[config.mk]
export PLATFORM = sky130hd
export DESIGN_NAME = fetch_sequencer_flat
export DESIGN_NICKNAME = d
export VERILOG_FILES = /design/src/rtl/fetch_sequencer_if.sv /design/src/rtl/fetch_sequencer.sv /design/src/flat_wrapper.sv
export SDC_FILE = /design/constraint.sdc
export NUM_CORES = 1
export LEC_CHECK = 0
export ABC_CLOCK_PERIOD_IN_PS = 5100
export CELL_PAD_IN_SITES_DETAIL_PLACEMENT = 1
export CELL_PAD_IN_SITES_GLOBAL_PLACEMENT = 1
export CORE_ASPECT_RATIO = 1.1
export CORE_MARGIN = 1
export CORE_UTILIZATION = 35
export DETAILED_ROUTE_END_ITERATION = 10
export PLACE_DENSITY_LB_ADDON = 0.25
export SKIP_CTS_REPAIR_TIMING = 1
export SLEW_MARGIN = 20
export SYNTH_ARGS = -nofsm -noshare
export SYNTH_HDL_FRONTEND = slang
export SYNTH_SLANG_ARGS = --single-unit
[constraint.sdc]
create_clock -name clk -period 5.1 [get_ports clk]
set_input_delay 1.02 -clock clk [delete_from_list [all_inputs] [get_ports clk]]
set_output_delay 1.02 -clock clk [all_outputs]
set_load 0.02 [all_outputs]
[src/rtl/fetch_sequencer_if.sv]
// fetch_sequencer_if: bundle between the fetch sequencer, instruction memory and control unit
//   master (sequencer): drives im_addr, opcode/rs1/rs2/imm, instr_valid, pc, halted, illegal_sel
//                       receives im_rdata, pc_sel, jr_target, stall
//   slave  (environment): the mirror image
interface fetch_sequencer_if #(parameter int PC_WIDTH = 16);
  logic [PC_WIDTH-1:0] im_addr;
  logic [31:0] im_rdata;
  logic [5:0] opcode;
  logic [4:0] rs1;
  logic [4:0] rs2;
  logic [15:0] imm;
  logic instr_valid;
  logic [2:0] pc_sel;
  logic [PC_WIDTH-1:0] jr_target;
  logic stall;
  logic [PC_WIDTH-1:0] pc;
  logic halted;
  logic illegal_sel;
  modport master (
    output im_addr, opcode, rs1, rs2, imm, instr_valid, pc, halted, illegal_sel,
    input im_rdata, pc_sel, jr_target, stall
  );
  modport slave (
    input im_addr, opcode, rs1, rs2, imm, instr_valid, pc, halted, illegal_sel,
    output im_rdata, pc_sel, jr_target, stall
  );
endinterface

[src/rtl/fetch_sequencer.sv]
// fetch_sequencer: PC holder and 4-state instruction fetch front end feeding the control unit
//   clk, rst : clock and synchronous active-high reset
//   bus      : master side of fetch_sequencer_if (memory address/data, IR fields, pc_sel/jr_target/stall, status)
module fetch_sequencer #(
  parameter int PC_WIDTH = 16,
  parameter int INSTR_WIDTH = 32,
  parameter logic [PC_WIDTH-1:0] RESET_PC = '0
) (
  input logic clk,
  input logic rst,
  fetch_sequencer_if.master bus
);
  typedef enum logic [2:0] {S_FETCH, S_LATCH, S_DECODE, S_EXEC, S_HALT} state_t;
  state_t state_q, state_d;
  logic [PC_WIDTH-1:0] pc_q, pc_d, pc_inc, imm_pc;
  logic [INSTR_WIDTH-1:0] ir_q, ir_d;
  logic illegal_q, illegal_d;
  assign pc_inc = pc_q + PC_WIDTH'(1);
  // PC_WIDTH <= 16, so truncating imm equals sign-extending then wrapping mod 2^PC_WIDTH
  assign imm_pc = ir_q[PC_WIDTH-1:0];
  always_comb begin
    state_d = state_q;
    pc_d = pc_q;
    ir_d = ir_q;
    illegal_d = illegal_q;
    case (state_q)
      S_FETCH: state_d = S_LATCH;
      S_LATCH: begin
        ir_d = bus.im_rdata;
        state_d = S_DECODE;
      end
      S_DECODE: state_d = S_EXEC;
      S_EXEC: if (!bus.stall) begin
        state_d = bus.pc_sel == 3'd4 ? S_HALT : S_FETCH;
        pc_d = bus.pc_sel == 3'd0 ? imm_pc :
               bus.pc_sel == 3'd1 ? pc_inc + imm_pc :
               bus.pc_sel == 3'd2 ? bus.jr_target :
               bus.pc_sel == 3'd4 ? pc_q : pc_inc;
        illegal_d = illegal_q | (bus.pc_sel >= 3'd5);
      end
      S_HALT: state_d = S_HALT;
      default: state_d = S_FETCH;
    endcase
  end
  always_ff @(posedge clk) begin
    if (rst) begin
      state_q <= S_FETCH;
      pc_q <= RESET_PC;
      ir_q <= '0;
      illegal_q <= 1'b0;
    end else begin
      state_q <= state_d;
      pc_q <= pc_d;
      ir_q <= ir_d;
      illegal_q <= illegal_d;
    end
  end
  assign bus.im_addr = pc_q;
  assign bus.pc = pc_q;
  assign bus.opcode = ir_q[31:26];
  assign bus.rs1 = ir_q[25:21];
  assign bus.rs2 = ir_q[20:16];
  assign bus.imm = ir_q[15:0];
  assign bus.instr_valid = state_q == S_DECODE || state_q == S_EXEC;
  assign bus.halted = state_q == S_HALT;
  assign bus.illegal_sel = illegal_q;
endmodule

[src/flat_wrapper.sv]
// flat-port wrapper written by rule: the top's interface ports become plain ports
module fetch_sequencer_flat 
#(
  parameter int PC_WIDTH = 16,
  parameter int INSTR_WIDTH = 32,
  parameter logic [PC_WIDTH-1:0] RESET_PC = '0
)
  (clk, rst, bus_im_addr, bus_opcode, bus_rs1, bus_rs2, bus_imm, bus_instr_valid, bus_pc, bus_halted, bus_illegal_sel, bus_im_rdata, bus_pc_sel, bus_jr_target, bus_stall);
  fetch_sequencer_if #(.PC_WIDTH(PC_WIDTH)) bus_i ();
  input logic clk;
  input logic rst;
  output wire logic [$bits(bus_i.im_addr)-1:0] bus_im_addr;
  output wire logic [$bits(bus_i.opcode)-1:0] bus_opcode;
  output wire logic [$bits(bus_i.rs1)-1:0] bus_rs1;
  output wire logic [$bits(bus_i.rs2)-1:0] bus_rs2;
  output wire logic [$bits(bus_i.imm)-1:0] bus_imm;
  output wire logic [$bits(bus_i.instr_valid)-1:0] bus_instr_valid;
  output wire logic [$bits(bus_i.pc)-1:0] bus_pc;
  output wire logic [$bits(bus_i.halted)-1:0] bus_halted;
  output wire logic [$bits(bus_i.illegal_sel)-1:0] bus_illegal_sel;
  input wire logic [$bits(bus_i.im_rdata)-1:0] bus_im_rdata;
  input wire logic [$bits(bus_i.pc_sel)-1:0] bus_pc_sel;
  input wire logic [$bits(bus_i.jr_target)-1:0] bus_jr_target;
  input wire logic [$bits(bus_i.stall)-1:0] bus_stall;
  assign bus_im_addr = bus_i.im_addr;
  assign bus_opcode = bus_i.opcode;
  assign bus_rs1 = bus_i.rs1;
  assign bus_rs2 = bus_i.rs2;
  assign bus_imm = bus_i.imm;
  assign bus_instr_valid = bus_i.instr_valid;
  assign bus_pc = bus_i.pc;
  assign bus_halted = bus_i.halted;
  assign bus_illegal_sel = bus_i.illegal_sel;
  assign bus_i.im_rdata = bus_im_rdata;
  assign bus_i.pc_sel = bus_pc_sel;
  assign bus_i.jr_target = bus_jr_target;
  assign bus_i.stall = bus_stall;
  fetch_sequencer #(.PC_WIDTH(PC_WIDTH), .INSTR_WIDTH(INSTR_WIDTH), .RESET_PC(RESET_PC)) u_core (.clk(clk), .rst(rst), .bus(bus_i));
endmodule
==> impl_results.md <==
* CP top delay family: simple AND/OR/NAND/NOR gates
* Primary FF master, synth: dfxtp_1
* Reg-to-reg slack, setup at ~1.9 ns
* Async SR Flop Fraction at 0%
* Register area share after synthesis at between 20% and 30%
* Global-route wire length before repair at around 20000 um
* Hold Vio Cnt, Final at 0
* Die height at roughly 110 um
* Clk_lat worst skew at 0.32 ns
* YS warnings at 0
* Startpoint types: input pin
* CP endpoint: u_core.bus.im_addr[10]$_SDFFE_PP0P_
* Synth top cells by count: 95 x nand2_1, 59 x a21oi_1, 52 x dfxtp_1
* Endpoints failing setup at 0
* Detailed Routing Iterations Pass 1 at 7
* DIE AREA at ~11000 sq um
* Placer congestion estimate at roughly 0.9
* Worst clock skew at 0.0110 ns
* Final Instance Area at approximately 4800 sq um
* CTS Buffer Depth at 2
* CP cell instances: clkdlybuf4s50_1, nor2_1, a21o_1, or3_1, o21ai_0, or3_1, o21ai_0
* Synth top area share at between 20% and 30%
* Worst reg2reg startpoint: u_core.bus.im_addr[0]$_SDFFE_PP0P_
* CP max stage cell: clkdlybuf4s50_1
* Starting Density at about 36%
* PwrDens at just over 200 nW/um^2
* Via/cell ratio at about 5.6
* Total gr overflow at 0
* Core area at around 9900 sq um
* CP Max Fanout at 15
* Layout cells sized above 1 at slightly below 4%
* CP required at around 5.4 ns
* GRT Util Overall at between 20% and 30%
* Vias in the first global route at a little under 4000
* Final worst slack at between 1.5 and 2 ns
* Area grow syn2layout at 34.8%
* Initial antenna violation count at 0
* Fin crit share at 64.1%
* Post-DP HPWL at ~9300 um
* Max Slew Vio Count at 0
* Max-cap violations at 0
* Syn nets at 548
* Fmax achieved at between 300 and 400 MHz
* Ant. Diodes at 0
* Boundary Pins at ~120
* Mapped Avg Cell Area at approximately 7.6 sq um
* Yosys top cell by area: dfxtp_1
* Final wirelength at between 10000 and 15000 um
* Most common cell in the synthesized netlist: nand2_1
* Buf+Inv Stages, Crit Path at 1
* Avg WL per Cell at around 18 um
* Worst Path Arrival at approximately 3.5 ns
* Final nets at about 640
* Top cells by area, synth: dfxtp_1 29%, nand2_1 10%, a21oi_1 8.2%, ha_1 7.0%, o21ai_0 3.5%
* Pleak at roughly 1.8 nW
* Worst Hold Path Cells at 2
* Setup crit start: bus_pc_sel[1]
* Root Driver: clkbuf_8
* HP Class: reg -> reg
* Initial drt markers at 167
* Tmin final at about 3.3 ns
* Worst r2r dst: u_core.bus.im_addr[15]$_SDFFE_PP0P_
* Worst slack at placement at about 1.5 ns
* Slew HR at 43.9%
* RSZ-0062 raised after global routing: no
* Number of core rows at 38
* VDD IR max at approximately 0.13 mV
* CTS Sinks at 52
* IO Port Bufs at between 100 and 150
* Worst setup EP type: register
* Sum Neg Setup Slack at 0 ns
* Antenna-violating nets left at 0
* DRC Markers at 4
* CTS tree: yes
* Synth cell types at 64
* # fillers at 1226
* Setup Crit Path Kind: in -> reg
* Clock Pin Slew Worst Setup and Hold Paths at between 0.1 and 0.15 ns
* Multi-input gate area at approximately 2300 sq um
* Actual slew at the worst max-slew pin at 0.839 ns
* H-tree Lvls at 2
* Syn Inst Count at 473
* Post-synth EDFFs at 0
* Reg2reg path depth at 12
* Largest net degree at the start of global routing at roughly 50
* Mapped cell area at ~3600 sq um
* Worst hold slack at 0.462 ns
* Vias post-DR at 3819
* Critical Path Max Stage Delay at roughly 0.64 ns
* Status: finished, violations left
* Failing checks: design-rule violations
* Crit path depth at 7
* CTS buffer count at 5
* Yosys reg bits at 52
* Dpl cell area at 4730 sq um
* Register Area at approximately 1000 sq um
* Die width at slightly below 100 um
-- layer usage --
metal | GRT usage, % | part of all wire (%) | vias to the layer above | routed length (um)
met2 | 42.8 | 49 | 116 | 6180
met3 | 4.27 | 6.5 | 11 | 820
met1 | 30.2 | 43 | 1846 | 5370
met4 | 5.54 | 1.2 | 0 | 156
li1 | - | - | 1846 | -
met5 | 0 | 0 | - | 0
-- power breakdown --
part           leakage (nW)  switching [mW]  internal, mW  total [mW]
clock network        0.0462           0.166         0.101       0.268
registers             0.424          0.0272         0.427       0.455
logic                  1.37           0.131         0.119       0.250
-- worst min-delay path: cells and delay by family (launching register included) --
family          cells  cell delay (ns)
flops               1             0.32
simple gates        1             0.05
compound gates      1             0.05
-- cell type report --
cell class / count / share of cell area, %
Inverter: 11 / 0.856
Clock buffer: 6 / 1.50
Timing Repair Buffer: 122 / 25.3
Multi-Input combinational cell: 371 / 47.3
Tap cell: 120 / 3.11
Clock inverter: 2 / 0.363
Sequential cell: 52 / 21.6
-- logic make-up after synthesis --
family                     share of synthesized area, %
AOI/OAI and AO/OA                                  25.4
xor gates and xnor gates                           5.03
adders and majority gates                          7.55
buffers and inverters                              7.20
DFF                                                29.1
muxes                                              1.15
and+or+nand+nor                                    24.6
-- through the flow --
step	power (mW)	instances	utilization, %
after global routing	1.02	684	48.8
after global placement	0.704	675	47.7
after floorplan	0.590	473	-
after detailed placement	0.714	676	47.9
after CTS	0.978	684	48.8
final	0.972	684	48.8
-- placed cells by master (no fill, tap or decap), types with 4 or more instances in the layout --
| cell type | Yosys | routed |
|---|---|---|
| a211oi_1 | 4 | 4 |
| a21o_1 | 7 | 7 |
| a21oi_1 | 59 | 59 |
| a31oi_1 | 6 | 6 |
| and2_1 | 5 | 5 |
| clkbuf_8 | 0 | 5 |
| clkdlybuf4s50_1 | 0 | 119 |
| dfxtp_1 | 52 | 52 |
| ha_1 | 20 | 20 |
| inv_1 | 10 | 10 |
| nand2_1 | 95 | 94 |
| nand2b_1 | 5 | 5 |
| nand3_1 | 10 | 10 |
| nand4_1 | 6 | 6 |
| nor2_1 | 22 | 22 |
| nor2b_1 | 4 | 4 |
| nor3_1 | 8 | 8 |
| nor4_1 | 5 | 5 |
| o211ai_1 | 6 | 6 |
| o21a_1 | 7 | 7 |
| o21ai_0 | 25 | 25 |
| or3_1 | 6 | 6 |
| xnor2_1 | 12 | 12 |
| xor2_1 | 6 | 6 |
-- sequential cells by signal, indices dropped and copies added (netlist names) --
| register | flops |
|---|---|
| u_core.ir_q | 32 |
| u_core.bus.illegal_sel | 1 |
| u_core.state_q | 3 |
| u_core.bus.im_addr | 16 |
-- how the worst min path moves through the flow --
stage / from / to / slack, ns
after floorplan: u_core.state_q[2]$_SDFFE_PP0P_ / u_core.state_q[0]$_SDFFE_PP0P_ / 0.48
after global placement: u_core.ir_q[16]$_SDFFE_PP0P_ / u_core.ir_q[16]$_SDFFE_PP0P_ / 0.44
after detailed placement: u_core.ir_q[18]$_SDFFE_PP0P_ / u_core.ir_q[18]$_SDFFE_PP0P_ / 0.45
after CTS: u_core.ir_q[26]$_SDFFE_PP0P_ / u_core.ir_q[26]$_SDFFE_PP0P_ / 0.47
after global routing: u_core.ir_q[24]$_SDFFE_PP0P_ / u_core.ir_q[24]$_SDFFE_PP0P_ / 0.49
final: u_core.ir_q[16]$_SDFFE_PP0P_ / u_core.ir_q[16]$_SDFFE_PP0P_ / 0.46
(Power assumes the default switching activity.)
